`src/rtl/fraction_mult_pkg.sv`:
```
// Shared types and constants for the Q1.3 x Q1.3 fraction multiply sequencer.
// Operand pairs travel through the FIFO packed as {mplier, mcand}.
package fraction_mult_pkg;

  localparam int FRAC_IN_W  = 4;
  localparam int FRAC_OUT_W = 7;

  localparam logic [FRAC_IN_W-1:0]  FRAC_MIN_IN  = 4'b1000;
  localparam logic [FRAC_OUT_W-1:0] FRAC_SAT_OUT = 7'b0111111;

  typedef enum logic [1:0] {
    IDLE,
    START,
    WAIT
  } seq_state_t;

  typedef struct packed {
    logic [FRAC_IN_W-1:0] mplier;
    logic [FRAC_IN_W-1:0] mcand;
  } frac_pair_t;

  // -1 x -1 is the only product that overflows Q1.6
  function automatic logic frac_is_sat(frac_pair_t p);
    return (p.mplier == FRAC_MIN_IN) && (p.mcand == FRAC_MIN_IN);
  endfunction

endpackage

```
`src/rtl/frac_operand_fifo.sv`:
```
// Small operand FIFO, 8-bit entries, extra pointer bit for full/empty.
// Pushes while full and pops while empty are ignored.
module frac_operand_fifo #(
  parameter int DEPTH = 2
) (
  input  logic       CLK,
  input  logic       RST_N,
  input  logic       push,
  input  logic       pop,
  input  logic [7:0] wdata,
  output logic [7:0] rdata,
  output logic       full,
  output logic       empty
);

  localparam int AW = $clog2(DEPTH);
  localparam int PW = AW + 1;

  logic [7:0]    mem [DEPTH];
  logic [PW-1:0] wp;
  logic [PW-1:0] rp;
  logic          do_push;
  logic          do_pop;

  assign full  = (wp[AW] != rp[AW]) &&
                 (wp[AW-1:0] == rp[AW-1:0]);
  assign empty = (wp == rp);

  assign do_push = push & ~full;
  assign do_pop  = pop & ~empty;
  assign rdata   = mem[rp[AW-1:0]];

  always_ff @(posedge CLK or negedge RST_N) begin
    if (!RST_N) begin
      wp <= '0;
      rp <= '0;
      for (int i = 0; i < DEPTH; i++)
        mem[i] <= '0;
    end else begin
      if (do_push) begin
        mem[wp[AW-1:0]] <= wdata;
        wp <= wp + PW'(1);
      end
      if (do_pop)
        rp <= rp + PW'(1);
    end
  end

endmodule

```
`src/rtl/fraction_mult_sequencer.sv`:
```
// Issues buffered operand pairs to fraction_multiplier4 and captures
// its product into a valid/ready result register, with watchdog.
module fraction_mult_sequencer
  import fraction_mult_pkg::*;
#(
  parameter int DEPTH   = 2,
  parameter int TIMEOUT = 16
) (
  input  logic                  CLK,
  input  logic                  RST_N,
  input  logic                  in_valid,
  output logic                  in_ready,
  input  logic [FRAC_IN_W-1:0]  in_mplier,
  input  logic [FRAC_IN_W-1:0]  in_mcand,
  output logic                  mul_st,
  output logic [FRAC_IN_W-1:0]  mul_mplier,
  output logic [FRAC_IN_W-1:0]  mul_mcand,
  input  logic [FRAC_OUT_W-1:0] mul_product,
  input  logic                  mul_done,
  output logic                  out_valid,
  input  logic                  out_ready,
  output logic [FRAC_OUT_W-1:0] out_product,
  output logic                  out_sat,
  output logic                  out_err
);

  localparam int CW = $clog2(TIMEOUT);
  localparam logic [CW-1:0] CNT_MAX = CW'(TIMEOUT - 1);

  seq_state_t state;
  seq_state_t state_nxt;
  frac_pair_t op_reg;
  logic [7:0] fifo_rdata;
  logic [CW-1:0] cnt;
  logic full;
  logic empty;
  logic done_q;
  logic done_armed;
  logic done_rise;
  logic res_free;
  logic pop;
  logic capture;
  logic tmo;

  assign in_ready   = ~full;
  assign res_free   = ~out_valid | out_ready;
  assign done_rise  = mul_done & ~done_q;
  assign mul_mplier = op_reg.mplier;
  assign mul_mcand  = op_reg.mcand;

  frac_operand_fifo #(
    .DEPTH (DEPTH)
  ) u_fifo (
    .CLK   (CLK),
    .RST_N (RST_N),
    .push  (in_valid & in_ready),
    .pop   (pop),
    .wdata ({in_mplier, in_mcand}),
    .rdata (fifo_rdata),
    .full  (full),
    .empty (empty)
  );

  always_ff @(posedge CLK or negedge RST_N) begin
    if (!RST_N)
      state <= IDLE;
    else
      state <= state_nxt;
  end

  always_comb begin
    state_nxt = state;
    unique case (state)
      IDLE:    if (pop) state_nxt = START;
      START:   state_nxt = WAIT;
      WAIT:    if (capture | tmo) state_nxt = IDLE;
      default: state_nxt = IDLE;
    endcase
  end

  always_comb begin
    pop     = 1'b0;
    capture = 1'b0;
    tmo     = 1'b0;
    unique case (state)
      IDLE: pop = ~empty & res_free & done_armed;
      WAIT: begin
        capture = done_rise;
        tmo     = ~done_rise & (cnt == CNT_MAX);
      end
      default: ;
    endcase
  end

  // A Done still high from before reset must drop once before use
  always_ff @(posedge CLK or negedge RST_N) begin
    if (!RST_N) begin
      done_q     <= 1'b1;
      done_armed <= 1'b0;
    end else begin
      done_q     <= mul_done;
      done_armed <= done_armed | ~mul_done;
    end
  end

  always_ff @(posedge CLK or negedge RST_N) begin
    if (!RST_N) begin
      mul_st <= 1'b0;
      op_reg <= '0;
      cnt    <= '0;
    end else begin
      mul_st <= pop;
      if (pop)
        op_reg <= frac_pair_t'(fifo_rdata);
      if (state == START)
        cnt <= '0;
      else if (state == WAIT)
        cnt <= cnt + CW'(1);
    end
  end

  always_ff @(posedge CLK or negedge RST_N) begin
    if (!RST_N) begin
      out_valid   <= 1'b0;
      out_product <= '0;
      out_sat     <= 1'b0;
      out_err     <= 1'b0;
    end else if (capture) begin
      out_valid   <= 1'b1;
      out_sat     <= frac_is_sat(op_reg);
      out_err     <= 1'b0;
      out_product <= frac_is_sat(op_reg) ?
                     FRAC_SAT_OUT : mul_product;
    end else if (tmo) begin
      out_valid   <= 1'b1;
      out_product <= '0;
      out_sat     <= 1'b0;
      out_err     <= 1'b1;
    end else if (out_valid & out_ready) begin
      out_valid   <= 1'b0;
      out_product <= '0;
      out_sat     <= 1'b0;
      out_err     <= 1'b0;
    end
  end

endmodule
```
`config.mk`:
```
export PLATFORM = sky130hd
export DESIGN_NAME = fraction_mult_sequencer
export DESIGN_NICKNAME = d
export VERILOG_FILES = /design/src/rtl/fraction_mult_pkg.sv /design/src/rtl/frac_operand_fifo.sv /design/src/rtl/fraction_mult_sequencer.sv
export SDC_FILE = /design/constraint.sdc
export NUM_CORES = 1
export LEC_CHECK = 0
export ABC_CLOCK_PERIOD_IN_PS = 3100
export CAP_MARGIN = 5
export CELL_PAD_IN_SITES_DETAIL_PLACEMENT = 0
export CELL_PAD_IN_SITES_GLOBAL_PLACEMENT = 1
export CORE_MARGIN = 2
export CORE_UTILIZATION = 30
export CTS_CLUSTER_SIZE = 24
export DETAILED_ROUTE_END_ITERATION = 12
export PLACE_DENSITY_LB_ADDON = 0.1
export SLEW_MARGIN = 20
export SYNTH_ARGS = -nofsm -noshare
export SYNTH_HDL_FRONTEND = slang
export SYNTH_HIERARCHICAL = 1
export SYNTH_SLANG_ARGS = --single-unit
```
`constraint.sdc`:
```
create_clock -name CLK -period 3.1 [get_ports CLK]
set_clock_uncertainty 0.15 [all_clocks]
set_input_delay 0.62 -clock CLK [delete_from_list [all_inputs] [get_ports CLK]]
set_output_delay 0.62 -clock CLK [all_outputs]
set_load 0.005 [all_outputs]
```
==> impl_metrics.toml, run 1 <==
[finish]
postLayoutCellArea_sq_um = 2720
syn_to_final_growth_pct = 27.4
multi_input_area_sq_um = 903
final_nets = 233
postLayoutCoreUtil = 0.399
antenna_cells = 0
layout-drive-gt1-share = 0.263
final_cell_mix = "dfrtp_1 (46), clkdlybuf4s50_1 (38), mux2_2 (36), nor2_1 (11), inv_1 (9)"
mostFrequentLayoutCell = "dfrtp_1"
fill_cells = 670
seqCellArea_sq_um = 1180

[cts]
cts.clk_slew.worst_paths_ns = 0.08
clockBufferDepth = 2
ctsResizeCount = 0
post_cts_buffers = 0
cts_buffers = 5
tritoncts = "built"
htree_levels = 2
cts_hold_repair.buffers = 0
numClockSinks = 47
clockRootBuffer = "clkbuf_8"
worst_skew_pair.late_latency_ns = 0.29

[timing]
finalMaxSlewViolations = 0
fin_crit_sh = 0.800
setup_viol = 0
period_minus_slack_ns = 2.48
relSlewSlack = 0.622
rsz0062_at_grt = "false"
fmax_ghz = 0.403
hold-worst-slack_ns = 0.0656
hold_viol_final = 0
fin_tns_setup_ns = 0
worstMarginPinSlew_ns = 0.567

[route]
wl_per_cell_um = 14.4
wl_um = 4380
avgViaCountPerCell = 4.52
drcViolationCount = 0
drt_pass1_iterations = 4
drt_first_iter_violations = 37
vias = 1378
detail-route-antenna-nets = 0

[worst_setup_path]
worstPathMaxFanout = 5
end_kind = "output port"
cp_data_arrival_time_ns = 1.71
start_kind = "flip-flop"
critPathBufInv = 2
critPathRequiredTime_ns = 2.33
slowest_delay_ns = 0.49
cp_cell_sequence = "xnor2_2 -> nor2_1 -> inv_1 -> clkdlybuf4s50_1"
critical_path.top_delay_family = "buffers and inverters"
slowest_stage = "clkdlybuf4s50_1"
worstSetupPathType = "flip-flop to output port"

[synth]
ys_warn_count = 6
avgSynthCellArea_sq_um = 13.0
ys.flop_type = "dfrtp_1"
synth.distinct_cells = 34
synth_edf_count = 0
synth_area_sq_um = 2140
synth-seq-cells = 47
synth_nets = 189
synthArstFlopShare = 1.00
synth_cells = 165
yosysSeqAreaShare = 0.551

[placed_design]
io_buffers = 39
place_congestion = 0.698
postPlaceCellArea_sq_um = 2640
place_hpwl_um = 3200

[grt]
grt_first_pass_wirelength_um = 7270
track_usage = 0.123
grt_pass1_vias = 1448
antenna_found_initial = 0
grt_overflow = 0
grt_max_degree = 35

[floorplanning]
core-area_sq_um = 6830
die-height_um = 88.4
die_w_um = 88.4
start_util = 0.313
dieArea_sq_um = 7810
pin_count = 40
core.rowCount = 30

[job]
drv_cap = 0

[outcome]
status = "finished, final reports clean"

[worst_hold_path]
hold_class = "input port to async pin"

[power_and_ir_drop]
p_per_area_nw_per_um2 = 1060
total_leakage_power_nw = 1.13
irDropWorstVdd_v = 0.000333
metal layers:
| metal | global-route usage | vias up | share of wire |
|---|---|---|---|
| met5 | 0 | - | 0 |
| met4 | 0.0413 | 0 | 0.014 |
| met3 | 0.0364 | 6 | 0.055 |
| met2 | 0.205 | 39 | 0.47 |
| met1 | 0.154 | 664 | 0.46 |
| li1 | - | 669 | - |
where the power goes:
part           total (mW)  switching, mW  leakage [nW]  internal (mW)
clock network       0.373          0.198        0.0470          0.175
registers            1.11          0.199         0.570          0.913
logic                1.40          0.574         0.517          0.821
total                2.88          0.971          1.13           1.91
final cells by class:
class                      instances  area share
multi-input combinational        105       0.332
clock inverter                     1     0.00184
inverter                           9      0.0124
tap                               96      0.0441
clock buffer                       6      0.0303
sequential                        47       0.432
timing repair buffer              41       0.147
state kept, by name, summed over array words and instances, names as in the netlist:
name,flops
u_fifo/wp,2
out_sat,1
done_armed,1
cnt,4
mul_st,1
done_q,1
mul_mcand,4
mul_mplier,4
state,2
out_product,7
u_fifo/rp,2
out_valid,1
out_err,1
u_fifo/mem,16
per-stage QoR:
stage / total power [mW] / setup WS, ns / std cells
floorplan: 2.03 / 0.946 / 165
global placement: 2.49 / 0.607 / 298
detailed placement: 2.55 / 0.547 / 298
CTS: 2.93 / 0.596 / 305
global route: 3.11 / 0.489 / 305
finish: 2.88 / 0.620 / 305
worst paths after layout:
path / start / to / slack, ns / cells after the start
min in group CLK: done_armed / done_armed / 0.33 / 1
worst max-delay path: u_fifo/rp[1] / in_ready / 0.62 / 4
worst min-delay path: RST_N / mul_st / 0.07 / 1
max in group asynchronous: RST_N / done_q / 1.95 / 2
worst min register to register: done_armed / done_armed / 0.33 / 1
worst max register to register: u_fifo/rp[1] / u_fifo/mem[4] / 0.78 / 6
Yosys cell counts (all sizes together), types with 2 or more instances:
master   number  area share
dfrtp        46        0.54
mux2         36        0.19
nor2         11       0.019
inv           9       0.016
o2bb2ai       8       0.033
a21oi         7       0.020
nand2         5       0.012
nand3         5       0.012
o21ai         5       0.017
buf           4       0.011
ha            4       0.023
nor2b         4       0.015
a21boi        2      0.0070
nand2b        2      0.0059
nor3b         2       0.012
o22ai         2      0.0059
xor2          2      0.0082
logic make-up (layout without fill, tap and decap cells):
logic type	after synthesis	after routing	share of synthesized area
adders and majority gates	4	4	0.0234
AOI/OAI and AO/OA	28	28	0.0972
xor gates and xnor gates	3	3	0.0158
and+or+nand+nor	33	33	0.0919
buffers and inverters	13	57	0.0263
muxes	37	37	0.194
DFF	47	47	0.551
No activity file was read; power rests on OpenSTA's default activity.
==> inputs of run 2 (changes only) <==
Settings changed: ABC_CLOCK_PERIOD_IN_PS 3100 to 2450.
Clock period 3.1 ns to 2.45 ns, I/O delays scaled along.
==> impl_metrics.toml, run 2 (same netlist as run 1, synthesis figures left out) <==
[route]
drcViolationCount = 0
detail-route-antenna-nets = 0
drt_first_iter_violations = 26
drt_pass1_iterations = 4
avgViaCountPerCell = 4.63
vias = 1422
wl_per_cell_um = 14.6
wl_um = 4480

[cts]
ctsResizeCount = 0
htree_levels = 2
clockRootBuffer = "clkbuf_8"
cts_hold_repair.buffers = 0
numClockSinks = 47
tritoncts = "built"
worst_skew_pair.late_latency_ns = 0.30
cts_buffers = 5
clockBufferDepth = 2
cts.clk_slew.worst_paths_ns = 0.09
post_cts_buffers = 0

[finish]
fill_cells = 671
final_nets = 234
final_cell_mix = "dfrtp_1 (46), clkdlybuf4s50_1 (38), mux2_2 (36), nor2_1 (11), inv_1 (9)"
top_register = "u_fifo/mem"
layout-drive-gt1-share = 0.270
postLayoutCoreUtil = 0.408
largest_reg_flops = 16
antenna_cells = 0
syn_to_final_growth_pct = 30.6
mostFrequentLayoutCell = "dfrtp_1"
top_regs = "u_fifo/mem: 16 flops, out_product: 7 flops"

[floorplanning]
core.rowCount = 30
pin_count = 40
dieArea_sq_um = 7810
die_w_um = 88.4
die-height_um = 88.4
start_util = 0.313
core-area_sq_um = 6830

[worst_hold_path]
hold_class = "input port to async pin"

[timing]
worstMarginPinSlew_ns = 0.621
rsz0062_at_grt = "false"
setup_viol = 0
hold_viol_final = 0
finalMaxSlewViolations = 0
fmax_ghz = 0.425
period_minus_slack_ns = 2.35
fin_crit_sh = 0.959
fin_tns_setup_ns = 0
relSlewSlack = 0.586

[placed_design]
place_congestion = 0.720
io_buffers = 39
place_hpwl_um = 3230

[worst_setup_path]
worstPathMaxFanout = 5
slowest_stage = "dfrtp_1"
cp_cell_sequence = "xnor2_4 -> nor2_1 -> inv_1 -> clkdlybuf4s50_1"
worstSetupPathType = "flip-flop to output port"
critPathBufInv = 2
critical_path.top_delay_family = "buffers and inverters"
start_kind = "flip-flop"
critPathRequiredTime_ns = 1.81
cp_data_arrival_time_ns = 1.71
slowest_delay_ns = 0.49
end_kind = "output port"

[grt]
grt_pass1_vias = 1582
grt_overflow = 0
antenna_found_initial = 0
track_usage = 0.129
grt_first_pass_wirelength_um = 7620
grt_max_degree = 48

[power_and_ir_drop]
p_per_area_nw_per_um2 = 1400
p_total_mw = 3.90
irDropWorstVdd_v = 0.000487
total_leakage_power_nw = 1.16

[job]
drv_cap = 0

[outcome]
status = "finished, final reports clean"
run 2: final timing paths:
path / from / to / slack [ns] / cells after the start
setup / recovery: u_fifo/rp[1] / in_ready / 0.1 / 4
hold / removal: RST_N / out_product[3] / 0.12 / 2
setup reg to reg: u_fifo/rp[1] / u_fifo/mem[3] / 0.32 / 7
hold reg to reg: done_armed / done_armed / 0.33 / 1
max in group asynchronous: RST_N / u_fifo/wp[0] / 1.60 / 2
min in group CLK: done_armed / done_armed / 0.33 / 1
run 2: stage by stage:
step           hold WS, ns  instance area [sq um]  std cells  setup slack, ns
4_1_cts              0.148                   2780        307           0.0253
3_3_place_gp         0.306                   2640        299            0.265
3_5_place_dp         0.314                   2640        299            0.221
2_1_floorplan       0.0444                   2140        165            0.296
6_report             0.116                   2790        307           0.0996
5_1_grt              0.174                   2790        307          0.00923
run 2: where the power goes:
part	internal, mW	switching, mW	leakage (nW)
logic	1.06	0.725	0.523
clock network	0.407	0.270	0.0644
registers	1.15	0.274	0.570
run 2: routing by layer:
| layer | track usage | vias to the layer above | routed length, um |
|---|---|---|---|
| li1 | - | 671 | - |
| met4 | 0.0510 | 0 | 63 |
| met1 | 0.151 | 699 | 1960 |
| met5 | 0 | - | 0 |
| met3 | 0.0392 | 7 | 250 |
| met2 | 0.222 | 45 | 2210 |
run 2: cell type report:
class                           instances  area (sq um)  area share
Sequential cell                        47          1180       0.422
Multi-Input combinational cell        105           915       0.328
Timing Repair Buffer                   42           408       0.146
Tap cell                               96           120      0.0430
Clock buffer                            5          68.8      0.0247
Clock inverter                          3          67.6      0.0242
Inverter                                9          33.8      0.0121
run 2: worst register-to-register path: cells and delay by family, from the launching register on:
| kind | cells | cell delay (ns) |
|---|---|---|
| buffers and inverters | 1 | 0.19 |
| AOI/OAI and AO/OA | 1 | 0.12 |
| and+or+nand+nor | 3 | 0.44 |
| DFF | 1 | 0.49 |
| muxes | 1 | 0.35 |
| xor gates and xnor gates | 1 | 0.28 |
